--- config.mk ---
export PLATFORM = sky130hd
export DESIGN_NAME = fetch_sequencer
export DESIGN_NICKNAME = d
export VERILOG_FILES = /design/src/rtl/riscv_pkg.sv /design/src/rtl/fetch_buffer.sv /design/src/rtl/fetch_sequencer.sv
export SDC_FILE = /design/constraint.sdc
export NUM_CORES = 1
export LEC_CHECK = 0
export ABC_CLOCK_PERIOD_IN_PS = 10100
export CAP_MARGIN = 20
export CORE_AREA = 4 4 190 118
export CTS_CLUSTER_DIAMETER = 150
export DETAILED_ROUTE_END_ITERATION = 16
export DIE_AREA = 0 0 194 122
export PLACE_DENSITY_LB_ADDON = 0.25
export SKIP_LAST_GASP = 1
export SYNTH_ARGS = -nofsm -noshare
export SYNTH_HDL_FRONTEND = slang
export SYNTH_SLANG_ARGS = --single-unit
--- constraint.sdc ---
create_clock -name clk -period 10.1 [get_ports clk]
set_input_delay 1.515 -clock clk [delete_from_list [all_inputs] [get_ports clk]]
set_output_delay 1.515 -clock clk [all_outputs]
set_load 0.05 [all_outputs]
--- src/rtl/riscv_pkg.sv ---
// riscv_pkg: fetch FSM states, RV32I base opcodes and reset-PC default shared by the fetch slice.
package riscv_pkg;
  typedef enum logic [1:0] {IDLE, ISSUE, WAIT, FLUSH} fetch_state_e;
  localparam logic [31:0] RESET_PC_DEFAULT = 32'h0000_0000;
  localparam logic [6:0] OP_OP     = 7'b0110011;
  localparam logic [6:0] OP_IMM    = 7'b0010011;
  localparam logic [6:0] OP_LOAD   = 7'b0000011;
  localparam logic [6:0] OP_STORE  = 7'b0100011;
  localparam logic [6:0] OP_BRANCH = 7'b1100011;
  localparam logic [6:0] OP_JAL    = 7'b1101111;
  localparam logic [6:0] OP_JALR   = 7'b1100111;
  localparam logic [6:0] OP_LUI    = 7'b0110111;
  localparam logic [6:0] OP_AUIPC  = 7'b0010111;
  function automatic logic opcode_illegal(input logic [6:0] op);
    return !(op inside {OP_OP, OP_IMM, OP_LOAD, OP_STORE, OP_BRANCH, OP_JAL, OP_JALR, OP_LUI, OP_AUIPC});
  endfunction
endpackage

--- src/rtl/fetch_buffer.sv ---
// fetch_buffer: synchronous FIFO of fetched entries with push, pop, clear, occupancy and head.
module fetch_buffer #(
  parameter int W     = 64,
  parameter int DEPTH = 2
) (
  input  logic                     clk,
  input  logic                     rst_n,
  input  logic                     clear_i,
  input  logic                     push_i,
  input  logic                     pop_i,
  input  logic [W-1:0]             data_i,
  output logic [W-1:0]             head_o,
  output logic [$clog2(DEPTH):0]   count_o
);
  localparam int AW = $clog2(DEPTH);
  logic [W-1:0]  mem_q [DEPTH];
  logic [AW-1:0] wr_q, rd_q;
  logic [AW:0]   cnt_q;
  assign head_o  = mem_q[rd_q];
  assign count_o = cnt_q;
  always_ff @(posedge clk) begin
    if (push_i && !clear_i) mem_q[wr_q] <= data_i;
  end
  always_ff @(posedge clk or negedge rst_n) begin
    if (!rst_n) begin
      wr_q  <= '0;
      rd_q  <= '0;
      cnt_q <= '0;
    end else if (clear_i) begin
      wr_q  <= '0;
      rd_q  <= '0;
      cnt_q <= '0;
    end else begin
      if (push_i) wr_q <= wr_q + 1'b1;
      if (pop_i) rd_q <= rd_q + 1'b1;
      cnt_q <= cnt_q + {{AW{1'b0}}, push_i} - {{AW{1'b0}}, pop_i};
    end
  end
endmodule

--- src/rtl/fetch_sequencer.sv ---
// fetch_sequencer: single-outstanding instruction fetch FSM feeding a small instruction buffer.
// Define FETCH_ILLEGAL_OPCODE_EN to flag unsupported opcodes per buffered entry.
module fetch_sequencer
  import riscv_pkg::*;
#(
  parameter logic [31:0] RESET_PC  = RESET_PC_DEFAULT,
  parameter int          BUF_DEPTH = 2
) (
  input  logic        clk,
  input  logic        rst_n,
  input  logic        start,
  output logic        imem_req,
  output logic [31:0] imem_addr,
  input  logic        imem_rvalid,
  input  logic [31:0] imem_rdata,
  input  logic        redirect_valid,
  input  logic [31:0] redirect_pc,
  output logic        instr_valid,
  input  logic        instr_ready,
  output logic [31:0] instr_data,
  output logic [31:0] instr_pc,
  output logic        instr_illegal
);
  localparam int AW = $clog2(BUF_DEPTH);
`ifdef FETCH_ILLEGAL_OPCODE_EN
  localparam int W = 65;
`else
  localparam int W = 64;
`endif
  localparam logic [AW:0] FULL = (AW+1)'(BUF_DEPTH);
  fetch_state_e state_q;
  logic [31:0]  fetch_pc_q;
  logic         req_q;
  logic [AW:0]  cnt;
  logic [W-1:0] head, push_data;
  logic         push, pop, free;
  assign instr_valid = cnt != '0;
  assign pop         = instr_valid & instr_ready & ~redirect_valid;
  assign push        = (state_q == WAIT) & imem_rvalid & ~redirect_valid;
  assign free        = (cnt != FULL) | pop;
  assign imem_req    = req_q;
  assign imem_addr   = fetch_pc_q;
  assign instr_data  = instr_valid ? head[31:0] : '0;
  assign instr_pc    = instr_valid ? head[63:32] : '0;
`ifdef FETCH_ILLEGAL_OPCODE_EN
  assign push_data     = {opcode_illegal(imem_rdata[6:0]), fetch_pc_q, imem_rdata};
  assign instr_illegal = instr_valid & head[64];
`else
  assign push_data     = {fetch_pc_q, imem_rdata};
  assign instr_illegal = 1'b0;
`endif
  fetch_buffer #(.W(W), .DEPTH(BUF_DEPTH)) u_buf (
    .clk     (clk),
    .rst_n   (rst_n),
    .clear_i (redirect_valid),
    .push_i  (push),
    .pop_i   (pop),
    .data_i  (push_data),
    .head_o  (head),
    .count_o (cnt)
  );
  // The request is registered, so it is presented during the first WAIT cycle.
  always_ff @(posedge clk or negedge rst_n) begin
    if (!rst_n) begin
      state_q    <= IDLE;
      fetch_pc_q <= RESET_PC;
      req_q      <= 1'b0;
    end else begin
      req_q <= 1'b0;
      if (redirect_valid) fetch_pc_q <= redirect_pc & ~32'h3;
      else if (push) fetch_pc_q <= fetch_pc_q + 32'd4;
      case (state_q)
        IDLE:  state_q <= start ? ISSUE : IDLE;
        ISSUE: begin
          if (!start) state_q <= IDLE;
          else if (!redirect_valid && free) begin
            state_q <= WAIT;
            req_q   <= 1'b1;
          end
        end
        WAIT: begin
          if (redirect_valid) state_q <= imem_rvalid ? ISSUE : FLUSH;
          else if (imem_rvalid) state_q <= ISSUE;
        end
        FLUSH:   if (imem_rvalid) state_q <= ISSUE;
        default: state_q <= IDLE;
      endcase
    end
  end
endmodule
## After elaboration in Yosys (flattened, before gate mapping)

Memory sizes are Yosys's and may differ from the RTL's.
Cells that the tools add are included.

| word-level totals | value |
|---|---|
| input bits | 70 |
| memories | 1 |
| bits in registers | 39 |
| output and inout bits | 99 |
| logic and storage cells | 51 |
| bits in writable memories | 128 |

| cells by class | value |
|---|---|
| equality and inequality tests | 5 |
| mux-type cells | 21 |
| reduce and logical (&&, ||, !) cells | 7 |
| add/subtract/negate cells | 5 |
| bitwise gates (word level) | 6 |

Memories:

| memory | words | width | rd ports | clocked after memory_dff | write ports | line | source |
|---|---|---|---|---|---|---|---|
| u_buf.mem_q | 2 | 64 | 1 | 0 | 1 | fetch_buffer.sv:16 | `logic [W-1:0] mem_q [DEPTH];` |

Operators with widths:

| cell | number |
|---|---|
| two-way mux 32 bit | 4 |
| adder 32 x 3 -> 32 bit (second input constant) | 1 |
| two-way mux 2 bit | 6 |
| two-way mux 1 bit | 10 |
| case mux 2 bit (4 select lines) | 1 |
| nonzero test 2 bit | 3 |
| AND 1 bit | 4 |
| equality test 2 bit (second input constant) | 2 |
| != test 3 bit (second input constant) | 1 |
| adder 1 bit (second input constant) | 2 |
| adder 2 x 1 -> 2 bit | 1 |
| equality test 2 x 1 -> 1 bit (second input constant) | 1 |
| logical AND 1 bit | 2 |
| logical NOT 2 bit | 1 |
| != test 2 bit (second input constant) | 1 |
| subtractor 2 x 1 -> 2 bit | 1 |
| logical NOT 1 bit | 1 |
| inverter 1 bit | 1 |
| bitwise OR 1 bit | 1 |

## Depth between registers and ports, before layout

| depth | value |
|---|---|
| depth after elaboration | 8 |
| depth in mapped cells | 9 |
| mapped depth without buffers | 9 |

## By module

From an unflattened synthesis, not the netlist that was laid out.

| second synthesis, totals | value |
|---|---|
| cells, all modules | 506 |
| area, all modules | 7362.1 um^2 |

Modules (own cells, without submodules):

| module | instances | sequential area each (um^2) | cells each | area an instance (um^2) |
|---|---|---|---|---|
| fetch_buffer | 1 | 3943.8 | 216 | 5031.1 |
| fetch_sequencer | 1 | 825.8 | 290 | 2331.0 |

## Worst setup path before layout

No wires, ideal clock.

| path | value |
|---|---|
| kind | input to register |
| start point | in redirect_valid |
| end point | mem u_buf.mem_q[0][0] (enable) |
| buffers on the path | 2 |
| stages | 3 |
| arrival time | 6.184 ns |
| data required time | 9.541 ns |
| slack | 3.358 ns |
| library setup time | 0.559 ns |
| path through | clkbuf_1 clkbuf_1 nor3_1 |

| between the ends | value |
|---|---|
| longest elaborated chain between the ends | 5 |
| elaborated cells between the ends (all ways) | 6 |
| classes of those cells | 2 x mux; 2 x bitwise; 2 x reduce/logical |

Ends and longest elaborated chain:

| item | line | source |
|---|---|---|
| from (decl) | fetch_sequencer.sv:16 | `input logic redirect_valid,` |
| inverter 1 bit | fetch_sequencer.sv:39 | `assign push = (state_q == WAIT) & imem_rvalid & ~redirect_valid;` |
| AND 1 bit | fetch_sequencer.sv:39 |  |
| logical AND 1 bit (*) | fetch_buffer.sv:22 | `if (push_i && !clear_i) mem_q[wr_q] <= data_i;` |
| two-way mux 1 bit (*) | fetch_buffer.sv:22 |  |
| two-way mux 1 bit (implied by the code) (*) | fetch_buffer.sv:22 |  |
| to (decl) | fetch_buffer.sv:16 |  |

Mark *: on every way between the ends. The rest lies on a longest branch, timed or not.

## Worst setup path after layout

| path | value |
|---|---|
| start point | reg u_buf.rd_q |
| end point | out instr_pc[21] |

| between the ends | value |
|---|---|
| longest elaborated chain between the ends | 2 |

Ends and longest elaborated chain:

| item | line | source |
|---|---|---|
| from (decl) | fetch_buffer.sv:17 | `logic [AW-1:0] wr_q, rd_q;` |
| from (signal assigned) | fetch_buffer.sv:35 | `if (pop_i) rd_q <= rd_q + 1'b1;` |
| memory read (2 x 64 bit) | n/a |  |
| two-way mux 32 bit | fetch_sequencer.sv:44 | `assign instr_pc = instr_valid ? head[63:32] : '0;` |
| to (decl) | fetch_sequencer.sv:21 | `output logic [31:0] instr_pc,` |

Every way passes these cells.

==> run metrics <==
fmax 246.9 MHz; crit path capture instr_pc[21]; total of warnings raised by yosys 0; cts repair resizes 0; die width 194 microns; Via density 4.780; crit path DAT 2530 ps; first-pass GRT wire length 25690 microns; Final Slew Violations 0; die area 23670 sq um; DR WL/cell 17.31 microns; DR iter-0 viols 315; minimum clock period 4050 ps; CP max FO 48; CP startpoint kind flip-flop; vias in the first global route 4619; ys async rst share 22.98%; RSZ-0062 raised after global routing false; Max Cap Viol 0; IO Count 169; Pre-Repair DR Iteration Count 4; Area Overhead vs Synth 36.89%; Least-Margin Pin Slew 1091 ps; CTS Hold Bufs 0; worst vdd ir 0.1045 mV; Post-layout nets 737; hpwl dp 10770 microns; Multi-input gate area 1982 sq um; status finished clean; sequential share of the synthesized area 68.69%; die height 122 microns; filler instances 1893; cells after synthesis 505; Clock Sinks 161; Util after Layout 44.71%; ys flop type edfxtp_1; Final period util 40.10%; PortBufs 161; Sequential Area 4653 sq um; DRC viols 0; final worst slack 6050 ps; share of layout cells above drive strength 1 6.647%; Root Buffer clkbuf_16; Routed Antenna Nets 0; CTS tree yes; leakage power 3.058 nW; min-delay worst type reg -> reg; worst slack at placement 5680 ps; Initial Utilization 32.66%; DR vias 4570; WL final 16550 microns; endpoints failing setup 0; Pwr Density 177.4 nW/um^2; synthesized area per cell 13.40 sq um; largest net degree at the start of global routing 64; final setup TNS 0 ps; Hold Vio Cnt, Final 0; R2R depth 9; Placeable Area 20720 sq um; Netlist Area Pre-Place 6769 sq um; Worst setup EP type primary output; Synth cell types 41; Worst R2R End u_buf.count_o[0]; CP startpoint u_buf.rd_q; CTS buffer count 17; Relative slew margins 26.62%; total gr overflow 0; R2R setup slack 7720 ps; overall routing resource usage 13.95%; Post-synth EDFFs 124; Core Rows 41; r2r startpoint u_buf.count_o[0]; H-Tree Depth 4; clk_lat worst skew 410 ps; FF+latch count, synth 161; critical path data required time 8590 ps; initial antenna violation count 0; ant diodes 0; Longest Clk Path Bufs 2; clk_skew 8.103 ps; post-CTS repair timing setup buffer count 0; Worst Setup Path Type reg -> out; RD Place Congestion 0.7502; Worst-path clk slew 60 ps
==> cells in the final DEF (no fill, tap or decap), drive strengths merged, types with 2 or more instances in the layout <==
master,count
or3,3
edfxtp,124
nor2,87
dfrtp,37
nand3,12
nand2,26
conb,5
nor4,2
xor2,8
or4,15
mux2i,63
inv,14
xnor2,7
buf,6
nor3,2
o31ai,15
a31oi,16
clkinv,4
clkbuf,18
ha,3
clkdlybuf4s50,160
o21ai,15
nand4,11
clkinvlp,5
and4,2
and3,6
==> routing by layer <==
| metal | global-route usage (%) | routed length [microns] | up-vias |
|---|---|---|---|
| li1 | - | - | 2191 |
| met1 | 19.50 | 8012 | 2239 |
| met2 | 21.16 | 7373 | 129 |
| met3 | 4.339 | 1041 | 11 |
| met4 | 3.863 | 120 | 0 |
| met5 | 0 | 0 | - |
==> worst max-delay path: stages, from the launching register on <==
cell             delay (ps)
dfrtp_4                 640
buf_16                  320
mux2i_1                 120
nor2_1                  140
clkdlybuf4s50_1         830
==> metrics by stage <==
step / instances / power, mW / area, sq um / hold WS, ps
floorplan: 509 / 0.9357 / 6784 / 524.9
global placement: 922 / 1.040 / 8651 / 525.4
detailed placement: 922 / 1.045 / 8651 / 540.7
CTS: 954 / 1.662 / 9211 / 554.8
global route: 956 / 1.707 / 9266 / 591.6
finish: 956 / 1.644 / 9266 / 559.5
==> flip-flops by register name (all words and copies together) (netlist names) <==
name           flops
u_buf.mem_q      124
imem_addr         30
state_q            2
u_buf.count_o      2
imem_req           1
u_buf.rd_q         1
u_buf.wr_q         1
==> area by class of cell <==
class                           count  share of cell area, %
Tap cell                          279                  3.767
Sequential cell                   161                  50.22
Inverter                           10                 0.4051
Clock inverter                     14                  1.418
Clock buffer                       18                  4.631
Multi-Input combinational cell    308                  21.39
Timing Repair Buffer              166                  18.17
==> kinds of logic after synthesis <==
group / count (synthesis) / synth area share (%)
AND/OR/NAND/NOR: 172 / 12.18
flip-flops: 161 / 68.69
multiplexers: 63 / 9.316
AO/OA/AOI/OAI: 50 / 4.751
buffers and inverters: 40 / 2.514
XOR/XNOR: 15 / 1.941
adder cells (fa/ha/maj): 3 / 0.5546
other: 1 / 0.05540
==> power breakdown <==
group          internal (mW)  switching [mW]
sequential             0.739          0.0306
clock                  0.343           0.269
combinational         0.0966           0.166
==> Yosys cell counts (2+ instances only) <==
master	number	area, sq um
o31ai_1	15	112.6
buf_1	2	7.510
o21ai_0	15	75.07
nand2_1	26	97.59
clkbuf_1	22	82.58
xor2_1	8	70.07
xnor2_1	7	61.31
buf_4	5	37.54
nand4_1	10	62.56
and3_1	5	31.28
nor3_1	2	10.01
nor4_1	2	12.51
dfrtp_1	37	925.9
ha_1	3	37.54
a31oi_1	16	100.1
or3_1	2	12.51
nor2_1	87	326.6
mux2i_1	63	630.6
inv_1	9	33.78
edfxtp_1	124	3724
nand3_1	11	55.05
or4_1	15	112.6
==> how the worst min path moves through the flow <==
stage	from	endpoint	slack [ps]	cells past startpoint
after floorplan	u_buf.wr_q	u_buf.wr_q	520	2
after global placement	imem_addr[28]	u_buf.mem_q[0][60]	530	0
after detailed placement	imem_addr[28]	u_buf.mem_q[1][60]	540	0
after CTS	imem_addr[28]	u_buf.mem_q[0][60]	550	0
after global routing	imem_addr[28]	u_buf.mem_q[0][60]	590	0
final	imem_addr[14]	u_buf.mem_q[1][46]	560	0
Power figures use the tool's default switching activity.
==> edit 1 (same settings) <==
Re-encode `fetch_state_e` (4 states) as one-hot, 4 bits wide.
--- a/src/rtl/riscv_pkg.sv
+++ b/src/rtl/riscv_pkg.sv
@@ -1,5 +1,5 @@
 // riscv_pkg: fetch FSM states, RV32I base opcodes and reset-PC default shared by the fetch slice.
 package riscv_pkg;
-  typedef enum logic [1:0] {IDLE, ISSUE, WAIT, FLUSH} fetch_state_e;
+  typedef enum logic [3:0] {IDLE = 4'b0001, ISSUE = 4'b0010, WAIT = 4'b0100, FLUSH = 4'b1000} fetch_state_e;
   localparam logic [31:0] RESET_PC_DEFAULT = 32'h0000_0000;
   localparam logic [6:0] OP_OP     = 7'b0110011;
Formal check against the unedited RTL: no difference found for any inputs over 4 cycles, from zero or initial values and one cycle with rst_n low; so few cycles prove little.
==> edit 1 against the original RTL <==
Maximum frequency is 7.1% lower; via count is 1.0% lower; wire length is 1.4% higher; total power is 3.8% lower; area after synthesis is 1.6% higher; combinational power is 34% lower; design area is 0.84% higher; setup slack worse by 0.31 ns; sequential cell count is 2 higher; largest power group unchanged.
==> edit 1: results (changes against the original RTL) <==
The placement-stage worst setup slack was 6.08 ns (+0.402 ns). The number of nets at the end of the flow is 749 (+1.6%). The fraction of final layout cells with drive strength greater than 1 is 6.39% (-0.26 points).

The flow ran to the end, and the final reports show no timing, DRC or antenna violations. The pin count of the biggest net entering global routing came to 74 (+16%). The internal power summed over all cells is 1.19 mW (+0.86%). The initial antenna violation count was 1 (+1).

The HPWL reported at the end of detailed placement is 11000 um (+2.3%). The setup clock skew after layout is 0.0103 ns (+0.00217 ns). The adder and majority cell fraction of the synthesized area came out at 0.546% (-0.0086 points).

The placed standard-cell area came out at 0.00877 mm2 (+1.4%). The number of global-route vias before repair came to 4639 (+0.43%). The xor and xnor area share after synthesis came out at 4.20% (+2.3 points). The largest vdd supply drop came out at 0.000111 V (+6.3%).

The via-per-instance ratio came out at 4.67 (-2.2%). The first-pass GRT wire length came to 26000 um (+1.0%). The number of cells produced by synthesis came to 518 (+2.6%). The standby leakage power was 3.15 nW (+3.1%). The total instance count after detailed placement is 936 (+1.5%). The commonest cells after synthesis are 124 x edfxtp_1, 76 x nor2_1, 63 x mux2i_1, 44 x nand2_1, 38 x dfrtp_1. The number of DRC markers after the initial detailed-route iteration came out at 303 (-3.8%).

The data arrival time of the worst path is 2.84 ns (+0.31 ns). The fraction of synthesized cell area taken by the top area cell type came to 54.2% (-0.85 points). The transition time of the tightest slew-check pin came out at 0.952 ns (-0.138 ns). The routed length per placed instance came out at 17.3 um (+0.16%).
## edit 1: cell types whose count changed after synthesis, sizes merged, moves of 4 or more
cell   unedited run  this run
a31oi            16         1
buf               8        12
nand2            26        44
nand4            11         7
nor2             87        76
nor3              2         7
nor4              2         7
o21ai            15        31
o31ai            15         1
or4              15         2
xnor2             7        22
## edit 1: kinds of logic (layout without fill, tap and decap cells)
kind of cell	after synthesis	in the layout
AOI/OAI and AO/OA	37	37
buffers and inverters	41	208
muxes	63	63
xor gates and xnor gates	33	33
DFF	163	163
other	1	5
adders and majority gates	3	3
and+or+nand+nor	177	177
## edit 1: layout make-up
type	instances	area share, %
well taps	279	3.74
flip-flops and latches	163	50.3
inverters	10	0.402
clock inverters	7	0.723
clock buffers	25	5.42
repair buffers	166	17.8
multi-input cells	318	21.6
## edit 1: critical path, cell delays in order, from the launching register on
cell and delay (ns):
dfrtp_1 0.42, nor2_4 0.59, buf_4 0.53, nor2_1 0.13, clkdlybuf4s50_1 0.72
## edit 1: final timing paths
check	end	slack, ns	depth (start not counted)	start
setup / recovery	instr_pc[8]	5.74	4	u_buf.count_o[0]
hold / removal	u_buf.mem_q[1][63]	0.56	0	imem_addr[31]
setup reg to reg	u_buf.mem_q[1][60]	7.24	4	state_q[1]
hold reg to reg	u_buf.mem_q[1][63]	0.56	0	imem_addr[31]
max in group asynchronous	u_buf.rd_q	8.16	1	rst_n
min in group asynchronous	imem_addr[5]	1.23	1	rst_n
## edit 1: per-layer routing
metal,vias up,routed length [um],GRT usage (%)
met5,-,10,0
met4,2,200,4.48
met3,19,1170,5.06
met2,131,7290,21.0
met1,2213,8120,19.6
li1,2159,-,-
## edit 1: power by group through the flow
stage               clock network, mW  logic (mW)  registers, mW
floorplan                           0      0.0760          0.813
global placement                    0       0.170          0.790
detailed placement                  0       0.174          0.791
CTS                             0.650       0.175          0.778
global route                    0.678       0.185          0.781
finish                          0.630       0.174          0.778
==> edit 2 (config.mk and constraints unchanged) <==
Made on the original files. The parameter `BUF_DEPTH` goes from 2 to 4.
--- a/src/rtl/fetch_sequencer.sv
+++ b/src/rtl/fetch_sequencer.sv
@@ -5,5 +5,5 @@
 #(
   parameter logic [31:0] RESET_PC  = RESET_PC_DEFAULT,
-  parameter int          BUF_DEPTH = 2
+  parameter int          BUF_DEPTH = 4
 ) (
   input  logic        clk,
Function: changed (Yosys sat finds a counterexample within 10 cycles, from zero or initial values and one cycle with rst_n low).
==> edit 2 against the original RTL <==
Wire length is 51% higher; synthesized cell count is 31% higher; setup slack worse by 1.1 ns; design area is 55% higher; die area stayed put; utilization is 25 points higher; area after synthesis is 74% higher; sequential cell count is 127 higher; highest routed layer unchanged; total power is 110% higher.
==> edit 2: results (changes against the original RTL) <==
The reg-to-reg setup timing slack is 7.39 ns (-0.33 ns). The fraction of area in clock buffers and inverters came to 5.39% (-0.66 points). The layout-stage area growth over the synthesis result is 22.3%. The multi-input logic cell count is 328 (+6.5%). The worst setup path startpoint is u_buf.rd_q[0]. The flow ran to the end, and the final reports show no timing, DRC or antenna violations. The maximum level of the CTS H-tree came out at 1 (-3).

The flop and latch count out of synthesis came to 288 (+79%). The area share of buffers outside the clock network was 11.3% (-6.9 points). The path with the worst hold slack has its endpoint at u_buf.wr_q[1].

The internal power summed over all cells came out at 2.28 mW (+93%). The proportion of register bits with asynchronous set or reset after synthesis came out at 13.9% (-9.1 points). The endpoint identified for the worst register-to-register timing path is u_buf.count_o[2]. The startpoint identified for the worst hold timing path is u_buf.wr_q[1].

The count of distinct cell types in the synthesized netlist is 48 (+17%). The share of synthesized area occupied by flip-flops and latches is 71.8% (+3.1 points). The insertion delay of the later-clocked pin in the worst-skew pair came to 0.52 ns (+0.11 ns). The number of nets at the end of the flow is 898 (+22%). The HPWL reported at the end of detailed placement came out at 15000 um (+39%).

The sequential cell area is 0.00846 mm2 (+82%). The overall track demand over capacity in global routing came to 21.2% (+7.3 points). The total clock buffers created by CTS is 26 (+9). The largest vdd supply drop is 0.000142 V (+36%). The power dissipated in the clock network is 911 uW (+49%).

The total of clock buffers placed in the layout came out at 38 (+20). The routability congestion estimate came out at 0.790 (+5.3%). Among all stages on the critical path, the largest delay is contributed by dfrtp_4. The routed length per placed instance came out at 22.3 um (+29%). The first-pass GRT wire length is 39300 um (+53%). The top fanout value on the critical path came out at 39 (-19%). The worst reg-to-reg path cell count came out at 10 (+1). The number of flip-flops under the largest register name came to 248 (+100%). The standby leakage power was 4.69 nW (+53%). The post-detailed-routing wire length is 25000 um (+51%). The placed standard-cell area came out at 0.0136 mm2 (+57%). The number of inverters outside the clock class in the layout is 12 (+2). In the synthesized netlist, the cells that appear most often are 248 x edfxtp_1, 65 x and2_1, 62 x mux4_2, 40 x dfrtp_1, 25 x nor2_1.

The buffer depth of the longest clock path was 3 (+1). The number of global-route vias before repair came to 7009 (+52%). The number of vias after detailed routing came out at 6611 (+45%).
edit 2: metrics by stage:
step	utilization [%]	total power [mW]	setup slack (ns)	hold slack, ns
finish	69.5	3.51	4.99	0.580
global placement	65.7	2.62	5.43	0.543
floorplan	-	2.22	6.20	0.525
CTS	69.5	3.54	4.87	0.585
global route	69.5	3.65	4.70	0.607
detailed placement	65.7	2.63	5.43	0.576
edit 2: cell families after synthesis:
| family | Yosys count | share of synthesized area [%] |
|---|---|---|
| flip-flops | 288 | 71.8 |
| AND/OR/NAND/NOR | 184 | 9.58 |
| multiplexers | 63 | 11.9 |
| AO/OA/AOI/OAI | 52 | 2.74 |
| buffers and inverters | 48 | 1.82 |
| XOR/XNOR | 16 | 1.19 |
| adder cells (fa/ha/maj) | 8 | 0.914 |
| other | 1 | 0.0319 |
edit 2: per-layer routing:
layer	GRT usage, %	up-vias	routed length, um
li1	-	2931	-
met1	30.1	3388	10600
met2	35.9	257	12500
met3	3.65	35	1600
met4	4.08	0	314
met5	0	-	0
